==> config.mk <==
export PLATFORM = sky130hd
export DESIGN_NAME = router_ctrl_fsm_flat
export DESIGN_NICKNAME = d
export VERILOG_FILES = /design/src/rtl/router_pkg.sv /design/src/rtl/router_ctrl_fsm_if.sv /design/src/rtl/router_port_sel.sv /design/src/rtl/router_ctrl_fsm.sv /design/src/flat_wrapper.sv
export SDC_FILE = /design/constraint.sdc
export NUM_CORES = 1
export LEC_CHECK = 0
export ABC_AREA = 1
export BUFFER_PORTS_ARGS = -buffer_cell sky130_fd_sc_hd__buf_2
export CAP_MARGIN = 20
export CORE_UTILIZATION = 48
export CTS_CLUSTER_DIAMETER = 50
export CTS_CLUSTER_SIZE = 20
export DETAILED_ROUTE_END_ITERATION = 12
export PLACE_DENSITY = 0.87
export SYNTH_ARGS = -nofsm -noshare
export SYNTH_HDL_FRONTEND = slang
export SYNTH_SLANG_ARGS = --single-unit
==> constraint.sdc <==
create_clock -name clock -period 1.8 [get_ports clock]
set_input_delay 0.18 -clock clock [delete_from_list [all_inputs] [get_ports clock]]
set_output_delay 0.18 -clock clock [all_outputs]
set_load 0.02 [all_outputs]
==> src/rtl/router_pkg.sv <==
// Shared types for the router ingress controller: FSM state encoding,
// the per-state strobe bundle and the state-to-strobe decode.
package router_pkg;

  localparam int         NUM_PORTS    = 3;
  localparam logic [1:0] ADDR_INVALID = 2'd3;

  typedef enum logic [2:0] {
    DECODE_ADDRESS     = 3'd0,
    LOAD_FIRST_DATA    = 3'd1,
    LOAD_DATA          = 3'd2,
    WAIT_TILL_EMPTY    = 3'd3,
    FIFO_FULL_STATE    = 3'd4,
    LOAD_AFTER_FULL    = 3'd5,
    LOAD_PARITY        = 3'd6,
    CHECK_PARITY_ERROR = 3'd7
  } router_state_t;

  typedef struct packed {
    logic detect_add;
    logic lfd_state;
    logic ld_state;
    logic laf_state;
    logic full_state;
    logic rst_int_reg;
    logic write_enb_reg;
    logic busy;
  } ctrl_out_t;

  // Moore decode: each strobe is a pure function of the state it will describe.
  function automatic ctrl_out_t decode_outputs(input router_state_t st);
    ctrl_out_t o;
    o = '0;
    case (st)
      DECODE_ADDRESS:     o.detect_add = 1'b1;
      LOAD_FIRST_DATA: begin
        o.lfd_state = 1'b1;
        o.busy      = 1'b1;
      end
      LOAD_DATA: begin
        o.ld_state      = 1'b1;
        o.write_enb_reg = 1'b1;
      end
      WAIT_TILL_EMPTY:    o.busy = 1'b1;
      FIFO_FULL_STATE: begin
        o.full_state = 1'b1;
        o.busy       = 1'b1;
      end
      LOAD_AFTER_FULL: begin
        o.laf_state     = 1'b1;
        o.write_enb_reg = 1'b1;
        o.busy          = 1'b1;
      end
      LOAD_PARITY: begin
        o.write_enb_reg = 1'b1;
        o.busy          = 1'b1;
      end
      CHECK_PARITY_ERROR: begin
        o.rst_int_reg = 1'b1;
        o.busy        = 1'b1;
      end
      default:            o.detect_add = 1'b1;
    endcase
    return o;
  endfunction

endpackage

==> src/rtl/router_ctrl_fsm_if.sv <==
// Ingress-side bundle of the router controller: source handshake, FIFO
// status, register-block feedback and the phase strobes back out.
interface router_ctrl_fsm_if;

  logic       pkt_valid;
  logic [1:0] data_in;
  logic       fifo_full_0;
  logic       fifo_full_1;
  logic       fifo_full_2;
  logic       fifo_empty_0;
  logic       fifo_empty_1;
  logic       fifo_empty_2;
  logic       soft_reset_0;
  logic       soft_reset_1;
  logic       soft_reset_2;
  logic       parity_done;
  logic       low_pkt_valid;

  logic       detect_add;
  logic       lfd_state;
  logic       ld_state;
  logic       laf_state;
  logic       full_state;
  logic       rst_int_reg;
  logic       write_enb_reg;
  logic       busy;
  logic [1:0] sel_addr;

  // Source / environment side.
  modport master (
    output pkt_valid, data_in,
    output fifo_full_0, fifo_full_1, fifo_full_2,
    output fifo_empty_0, fifo_empty_1, fifo_empty_2,
    output soft_reset_0, soft_reset_1, soft_reset_2,
    output parity_done, low_pkt_valid,
    input  detect_add, lfd_state, ld_state, laf_state, full_state,
    input  rst_int_reg, write_enb_reg, busy, sel_addr
  );

  // Controller side.
  modport slave (
    input  pkt_valid, data_in,
    input  fifo_full_0, fifo_full_1, fifo_full_2,
    input  fifo_empty_0, fifo_empty_1, fifo_empty_2,
    input  soft_reset_0, soft_reset_1, soft_reset_2,
    input  parity_done, low_pkt_valid,
    output detect_add, lfd_state, ld_state, laf_state, full_state,
    output rst_int_reg, write_enb_reg, busy, sel_addr
  );

endinterface

==> src/rtl/router_port_sel.sv <==
// Picks the full/empty/soft-reset status of one destination FIFO by address.
// The invalid address selects nothing, so all three outputs read as 0.
module router_port_sel
  import router_pkg::*;
(
  input  logic [1:0]           addr_i,
  input  logic [NUM_PORTS-1:0] full_i,
  input  logic [NUM_PORTS-1:0] empty_i,
  input  logic [NUM_PORTS-1:0] soft_reset_i,
  output logic                 full_o,
  output logic                 empty_o,
  output logic                 soft_reset_o
);

  // 3:1 status mux.
  always_comb begin
    full_o       = 1'b0;
    empty_o      = 1'b0;
    soft_reset_o = 1'b0;
    case (addr_i)
      2'd0: begin
        full_o       = full_i[0];
        empty_o      = empty_i[0];
        soft_reset_o = soft_reset_i[0];
      end
      2'd1: begin
        full_o       = full_i[1];
        empty_o      = empty_i[1];
        soft_reset_o = soft_reset_i[1];
      end
      2'd2: begin
        full_o       = full_i[2];
        empty_o      = empty_i[2];
        soft_reset_o = soft_reset_i[2];
      end
      default: begin
        full_o       = 1'b0;
        empty_o      = 1'b0;
        soft_reset_o = 1'b0;
      end
    endcase
  end

endmodule

==> src/rtl/router_ctrl_fsm.sv <==
// Packet-sequencing controller for one router ingress: decodes the header
// address, waits for the destination FIFO, and steps the datapath phases.
module router_ctrl_fsm
  import router_pkg::*;
(
  input  logic              clock,
  input  logic              resetn,
  router_ctrl_fsm_if.slave  bus
);

  router_state_t          state_q;
  router_state_t          state_d;
  router_state_t          trans_state_s;
  logic [1:0]             sel_addr_q;
  logic [1:0]             sel_addr_d;
  ctrl_out_t              out_q;
  ctrl_out_t              out_d;

  logic [1:0]             lookup_addr_s;
  logic [NUM_PORTS-1:0]   full_vec_s;
  logic [NUM_PORTS-1:0]   empty_vec_s;
  logic [NUM_PORTS-1:0]   srst_vec_s;
  logic                   f_full_s;
  logic                   f_empty_s;
  logic                   f_srst_s;
  logic                   hdr_ok_s;

  assign full_vec_s  = {bus.fifo_full_2,  bus.fifo_full_1,  bus.fifo_full_0};
  assign empty_vec_s = {bus.fifo_empty_2, bus.fifo_empty_1, bus.fifo_empty_0};
  assign srst_vec_s  = {bus.soft_reset_2, bus.soft_reset_1, bus.soft_reset_0};

  // The header byte is not latched yet while decoding, so look it up directly.
  assign lookup_addr_s = (state_q == DECODE_ADDRESS) ? bus.data_in : sel_addr_q;
  assign hdr_ok_s      = bus.pkt_valid && (bus.data_in != ADDR_INVALID);

  router_port_sel u_port_sel (
    .addr_i       (lookup_addr_s),
    .full_i       (full_vec_s),
    .empty_i      (empty_vec_s),
    .soft_reset_i (srst_vec_s),
    .full_o       (f_full_s),
    .empty_o      (f_empty_s),
    .soft_reset_o (f_srst_s)
  );

  // Packet-phase transitions, before the soft-reset override.
  always_comb begin
    trans_state_s = state_q;
    case (state_q)
      DECODE_ADDRESS: begin
        if (hdr_ok_s) begin
          trans_state_s = f_empty_s ? LOAD_FIRST_DATA : WAIT_TILL_EMPTY;
        end else begin
          trans_state_s = DECODE_ADDRESS;
        end
      end
      LOAD_FIRST_DATA: trans_state_s = LOAD_DATA;
      LOAD_DATA: begin
        if (f_full_s) begin
          trans_state_s = FIFO_FULL_STATE;
        end else if (!bus.pkt_valid) begin
          trans_state_s = LOAD_PARITY;
        end else begin
          trans_state_s = LOAD_DATA;
        end
      end
      FIFO_FULL_STATE: trans_state_s = f_full_s ? FIFO_FULL_STATE : LOAD_AFTER_FULL;
      LOAD_AFTER_FULL: begin
        if (bus.parity_done) begin
          trans_state_s = DECODE_ADDRESS;
        end else if (bus.low_pkt_valid) begin
          trans_state_s = LOAD_PARITY;
        end else begin
          trans_state_s = LOAD_DATA;
        end
      end
      LOAD_PARITY:        trans_state_s = CHECK_PARITY_ERROR;
      CHECK_PARITY_ERROR: trans_state_s = f_full_s ? FIFO_FULL_STATE : DECODE_ADDRESS;
      WAIT_TILL_EMPTY:    trans_state_s = f_empty_s ? LOAD_FIRST_DATA : WAIT_TILL_EMPTY;
      default:            trans_state_s = DECODE_ADDRESS;
    endcase
  end

  // Soft reset of the selected port abandons the packet; the address latch and
  // the registered strobes follow the final next state.
  always_comb begin
    state_d    = trans_state_s;
    sel_addr_d = sel_addr_q;
    if ((state_q != DECODE_ADDRESS) && f_srst_s) begin
      state_d = DECODE_ADDRESS;
    end else begin
      state_d = trans_state_s;
    end
    if ((state_q == DECODE_ADDRESS) && hdr_ok_s) begin
      sel_addr_d = bus.data_in;
    end else begin
      sel_addr_d = sel_addr_q;
    end
    out_d = decode_outputs(state_d);
  end

  // State, address latch and strobes registered together so outputs line up
  // with the state they describe.
  always_ff @(posedge clock) begin
    if (!resetn) begin
      state_q    <= DECODE_ADDRESS;
      sel_addr_q <= 2'd0;
      out_q      <= decode_outputs(DECODE_ADDRESS);
    end else begin
      state_q    <= state_d;
      sel_addr_q <= sel_addr_d;
      out_q      <= out_d;
    end
  end

  assign bus.detect_add    = out_q.detect_add;
  assign bus.lfd_state     = out_q.lfd_state;
  assign bus.ld_state      = out_q.ld_state;
  assign bus.laf_state     = out_q.laf_state;
  assign bus.full_state    = out_q.full_state;
  assign bus.rst_int_reg   = out_q.rst_int_reg;
  assign bus.write_enb_reg = out_q.write_enb_reg;
  assign bus.busy          = out_q.busy;
  assign bus.sel_addr      = sel_addr_q;

endmodule

==> src/flat_wrapper.sv <==
// flat-port wrapper written by rule: the top's interface ports become plain ports
module router_ctrl_fsm_flat import router_pkg::*;
  (clock, resetn, bus_pkt_valid, bus_data_in, bus_fifo_full_0, bus_fifo_full_1, bus_fifo_full_2, bus_fifo_empty_0, bus_fifo_empty_1, bus_fifo_empty_2, bus_soft_reset_0, bus_soft_reset_1, bus_soft_reset_2, bus_parity_done, bus_low_pkt_valid, bus_detect_add, bus_lfd_state, bus_ld_state, bus_laf_state, bus_full_state, bus_rst_int_reg, bus_write_enb_reg, bus_busy, bus_sel_addr);
  router_ctrl_fsm_if bus_i ();
  input  logic clock;
  input  logic resetn;
  input wire logic [$bits(bus_i.pkt_valid)-1:0] bus_pkt_valid;
  input wire logic [$bits(bus_i.data_in)-1:0] bus_data_in;
  input wire logic [$bits(bus_i.fifo_full_0)-1:0] bus_fifo_full_0;
  input wire logic [$bits(bus_i.fifo_full_1)-1:0] bus_fifo_full_1;
  input wire logic [$bits(bus_i.fifo_full_2)-1:0] bus_fifo_full_2;
  input wire logic [$bits(bus_i.fifo_empty_0)-1:0] bus_fifo_empty_0;
  input wire logic [$bits(bus_i.fifo_empty_1)-1:0] bus_fifo_empty_1;
  input wire logic [$bits(bus_i.fifo_empty_2)-1:0] bus_fifo_empty_2;
  input wire logic [$bits(bus_i.soft_reset_0)-1:0] bus_soft_reset_0;
  input wire logic [$bits(bus_i.soft_reset_1)-1:0] bus_soft_reset_1;
  input wire logic [$bits(bus_i.soft_reset_2)-1:0] bus_soft_reset_2;
  input wire logic [$bits(bus_i.parity_done)-1:0] bus_parity_done;
  input wire logic [$bits(bus_i.low_pkt_valid)-1:0] bus_low_pkt_valid;
  output wire logic [$bits(bus_i.detect_add)-1:0] bus_detect_add;
  output wire logic [$bits(bus_i.lfd_state)-1:0] bus_lfd_state;
  output wire logic [$bits(bus_i.ld_state)-1:0] bus_ld_state;
  output wire logic [$bits(bus_i.laf_state)-1:0] bus_laf_state;
  output wire logic [$bits(bus_i.full_state)-1:0] bus_full_state;
  output wire logic [$bits(bus_i.rst_int_reg)-1:0] bus_rst_int_reg;
  output wire logic [$bits(bus_i.write_enb_reg)-1:0] bus_write_enb_reg;
  output wire logic [$bits(bus_i.busy)-1:0] bus_busy;
  output wire logic [$bits(bus_i.sel_addr)-1:0] bus_sel_addr;
  assign bus_i.pkt_valid = bus_pkt_valid;
  assign bus_i.data_in = bus_data_in;
  assign bus_i.fifo_full_0 = bus_fifo_full_0;
  assign bus_i.fifo_full_1 = bus_fifo_full_1;
  assign bus_i.fifo_full_2 = bus_fifo_full_2;
  assign bus_i.fifo_empty_0 = bus_fifo_empty_0;
  assign bus_i.fifo_empty_1 = bus_fifo_empty_1;
  assign bus_i.fifo_empty_2 = bus_fifo_empty_2;
  assign bus_i.soft_reset_0 = bus_soft_reset_0;
  assign bus_i.soft_reset_1 = bus_soft_reset_1;
  assign bus_i.soft_reset_2 = bus_soft_reset_2;
  assign bus_i.parity_done = bus_parity_done;
  assign bus_i.low_pkt_valid = bus_low_pkt_valid;
  assign bus_detect_add = bus_i.detect_add;
  assign bus_lfd_state = bus_i.lfd_state;
  assign bus_ld_state = bus_i.ld_state;
  assign bus_laf_state = bus_i.laf_state;
  assign bus_full_state = bus_i.full_state;
  assign bus_rst_int_reg = bus_i.rst_int_reg;
  assign bus_write_enb_reg = bus_i.write_enb_reg;
  assign bus_busy = bus_i.busy;
  assign bus_sel_addr = bus_i.sel_addr;
  router_ctrl_fsm u_core (.clock(clock), .resetn(resetn), .bus(bus_i));
endmodule
==> results_dict.tcl <==
set metrics [dict create \
    crit_family "simple AND/OR/NAND/NOR gates" \
    placed_cell_area_um2 950 \
    antenna_found_initial 0 \
    post-dp-hpwl_mm 1.49 \
    slowest_stage "dfxtp_2" \
    drv_slew 0 \
    row_count 14 \
    finClkSkew_ns 0.00279 \
    cellLeakagePower_nw 0.538 \
    drtIter0Drc 32 \
    ys_ff_latch 13 \
    cts_htree_levels 1 \
    slew_headroom_pct 79.8 \
    diodes 0 \
    synthCells 105 \
    die_w_um 42.9 \
    maxClockFrequency_mhz 592 \
    ant_nets 0 \
    min_period_over_period_pct 93.8 \
    numCtsBuffers 3 \
    area_delta_synth_final_pct 21.6 \
    initial_core_util_pct 52.2 \
    cts_tree "built" \
    worst_pin_slew_ns 0.300 \
    path_cells "nor2_4 -> nand2_4 -> nand2_4 -> nand2_4 -> nor2_4 -> nand2_4 -> nand3_2 -> o21ai_2 -> nand2_2 -> nand2_1 -> and2_1" \
    nFillCells 143 \
    ys_types 21 \
    grt_pass1_wl_mm 2.95 \
    rsz0062_at_grt "no" \
    finalHoldViolCount 0 \
    synth.yosys.warnings 0 \
    layout_common_cells "buf_2, nand2_1, inv_1" \
    fin_setup_tns_ns 0 \
    period_needed_ns 1.69 \
    routed_wl_mm 1.78 \
    syn_avg_cell_area_um2 7.66 \
    cp-start-kind "flop" \
    stdcell_area_um2 978 \
    cts_root_buf "clkbuf_4" \
    clkSlewWorstSetupHoldPaths_ns 0.07 \
    ir_worst_vdd_mv 0.905 \
    syn_nets 121 \
    nets 151 \
    portBuffers 25 \
    critical_path.max_fanout 7 \
    top_register "u_core.state_q" \
    coreArea_um2 1540 \
    clkLatencyLatePin_ns 0.27 \
    r2r_cells 11 \
    cts_sinks 13 \
    largest_reg_flops 3 \
    path_buf_inv 0 \
    final_common_cell "buf_2" \
    criticalPathCategory "reg2reg" \
    end_kind "flop" \
    globalplace.congestion 0.896 \
    synth_area_um2 805 \
    status "complete, no violations" \
    grt_max_degree 9 \
    synth_sequential_area_ratio_pct 32.3 \
    vias 787 \
    required_ns 1.97 \
    grt_usage_pct 21.4 \
    gr-total-overflow 0 \
    hold_depth 3 \
    cp_common_cell "nand2_4" \
    pin_count 26 \
    die_h_um 42.9 \
    power.density_nw_per_um2 1670 \
    die_area_um2 1840 \
    wire_per_inst_um 11.8 \
    drc 0 \
    hp-class "in2reg" \
    setup-violations-final 0 \
    arrival_ns 1.86 \
    drt_first_pass_iters 4 \
    via_per_inst 5.25 \
    slowest_delay_ns 0.36 \
    grt_pass1_vias 748 \
    cp.depth 11 \
    cap_violations 0 \
    clk_path_buf_depth 2 \
    drive_above_1_share_pct 47.8 \
]
[per-layer routing]
layer	vias to the layer above	GRT usage, %	wire, um	share of wire (%)
met3	4	8.51	138	7.8
met5	-	0	0	0
met1	356	23.9	682	38
met4	0	4.24	14	0.79
li1	394	-	-	-
met2	33	38.2	941	53
[cell type report]
cell class              instances  area (um2)  share of cell area [%]
flip-flops and latches         13         263                    26.9
inverters                      19        71.3                    7.29
well taps                      16        20.0                    2.05
multi-input cells              73         473                    48.3
clock buffers                   4        26.3                    2.69
repair buffers                 25         125                    12.8
[report_power, final]
group / internal [mW] / total (mW) / switching (mW)
logic: 0.334 / 1.03 / 0.700
registers: 0.374 / 0.433 / 0.0585
clock network: 0.0859 / 0.172 / 0.0865
total: 0.794 / 1.64 / 0.845
[worst reg2reg max path, delay by kind of cell (launching register included)]
family             cells  cell delay [ns]
AOI/OAI and AO/OA      1             0.06
DFF                    1             0.36
and+or+nand+nor       10             1.17
[Yosys cell counts]
library cell	number	share of area [%]
nand3_1	11	6.8
a21oi_1	4	2.5
nor2_1	4	1.9
inv_1	13	6.1
nor2_4	2	2.8
nand2_1	18	8.4
nand4_1	3	2.3
dfxtp_1	13	32
and2_1	1	0.78
nor2_2	2	1.6
o211ai_1	1	0.93
nand3_4	1	2.2
inv_2	6	2.8
nand2_2	7	5.4
a21oi_4	1	2.0
a21oi_2	1	1.1
nand3_2	7	8.7
nand2_4	6	8.4
o21ai_2	1	1.1
nor3_1	2	1.2
o21ai_0	1	0.62
[cells by family after synthesis]
group                  Yosys count  synth area share, %
and+or+nand+nor                 64                 50.5
buffers and inverters           19                 8.86
DFF                             13                 32.3
AOI/OAI and AO/OA                9                 8.24
[stage by stage]
stage / std cells / power, mW / hold WS, ns / utilization, % / setup WS, ns
3_3_place_gp: 146 / 1.42 / 0.432 / 61.6 / 0.197
2_1_floorplan: 105 / 1.25 / 0.305 / - / 0.286
5_1_grt: 150 / 1.76 / 0.167 / 63.5 / 0.0178
4_1_cts: 150 / 1.64 / 0.149 / 63.3 / 0.0975
6_report: 150 / 1.64 / 0.155 / 63.5 / 0.111
3_5_place_dp: 146 / 1.46 / 0.439 / 61.6 / 0.113
[final timing paths]
| kind | to | slack [ns] | start |
|---|---|---|---|
| worst min register to register | u_core.bus.sel_addr[1]$_SDFFE_PN0P_ | 0.53 | u_core.bus.sel_addr[1]$_SDFFE_PN0P_ |
| worst max register to register | u_core.bus.lfd_state$_SDFF_PN0_ | 0.11 | u_core.state_q[1]$_SDFF_PN0_ |
| worst max-delay path | u_core.bus.lfd_state$_SDFF_PN0_ | 0.11 | u_core.state_q[1]$_SDFF_PN0_ |
| worst min-delay path | u_core.bus.sel_addr[1]$_SDFFE_PN0P_ | 0.16 | resetn |
[repair_timing]
| item | in CTS | in global routing |
|---|---|---|
| setup endpoints to repair | 0 | 2 |
| hold buffers | 0 | 0 |
| gates resized for setup | 0 | 2 |
| setup buffers | 0 | 0 |
Power figures use the tool's default switching activity.
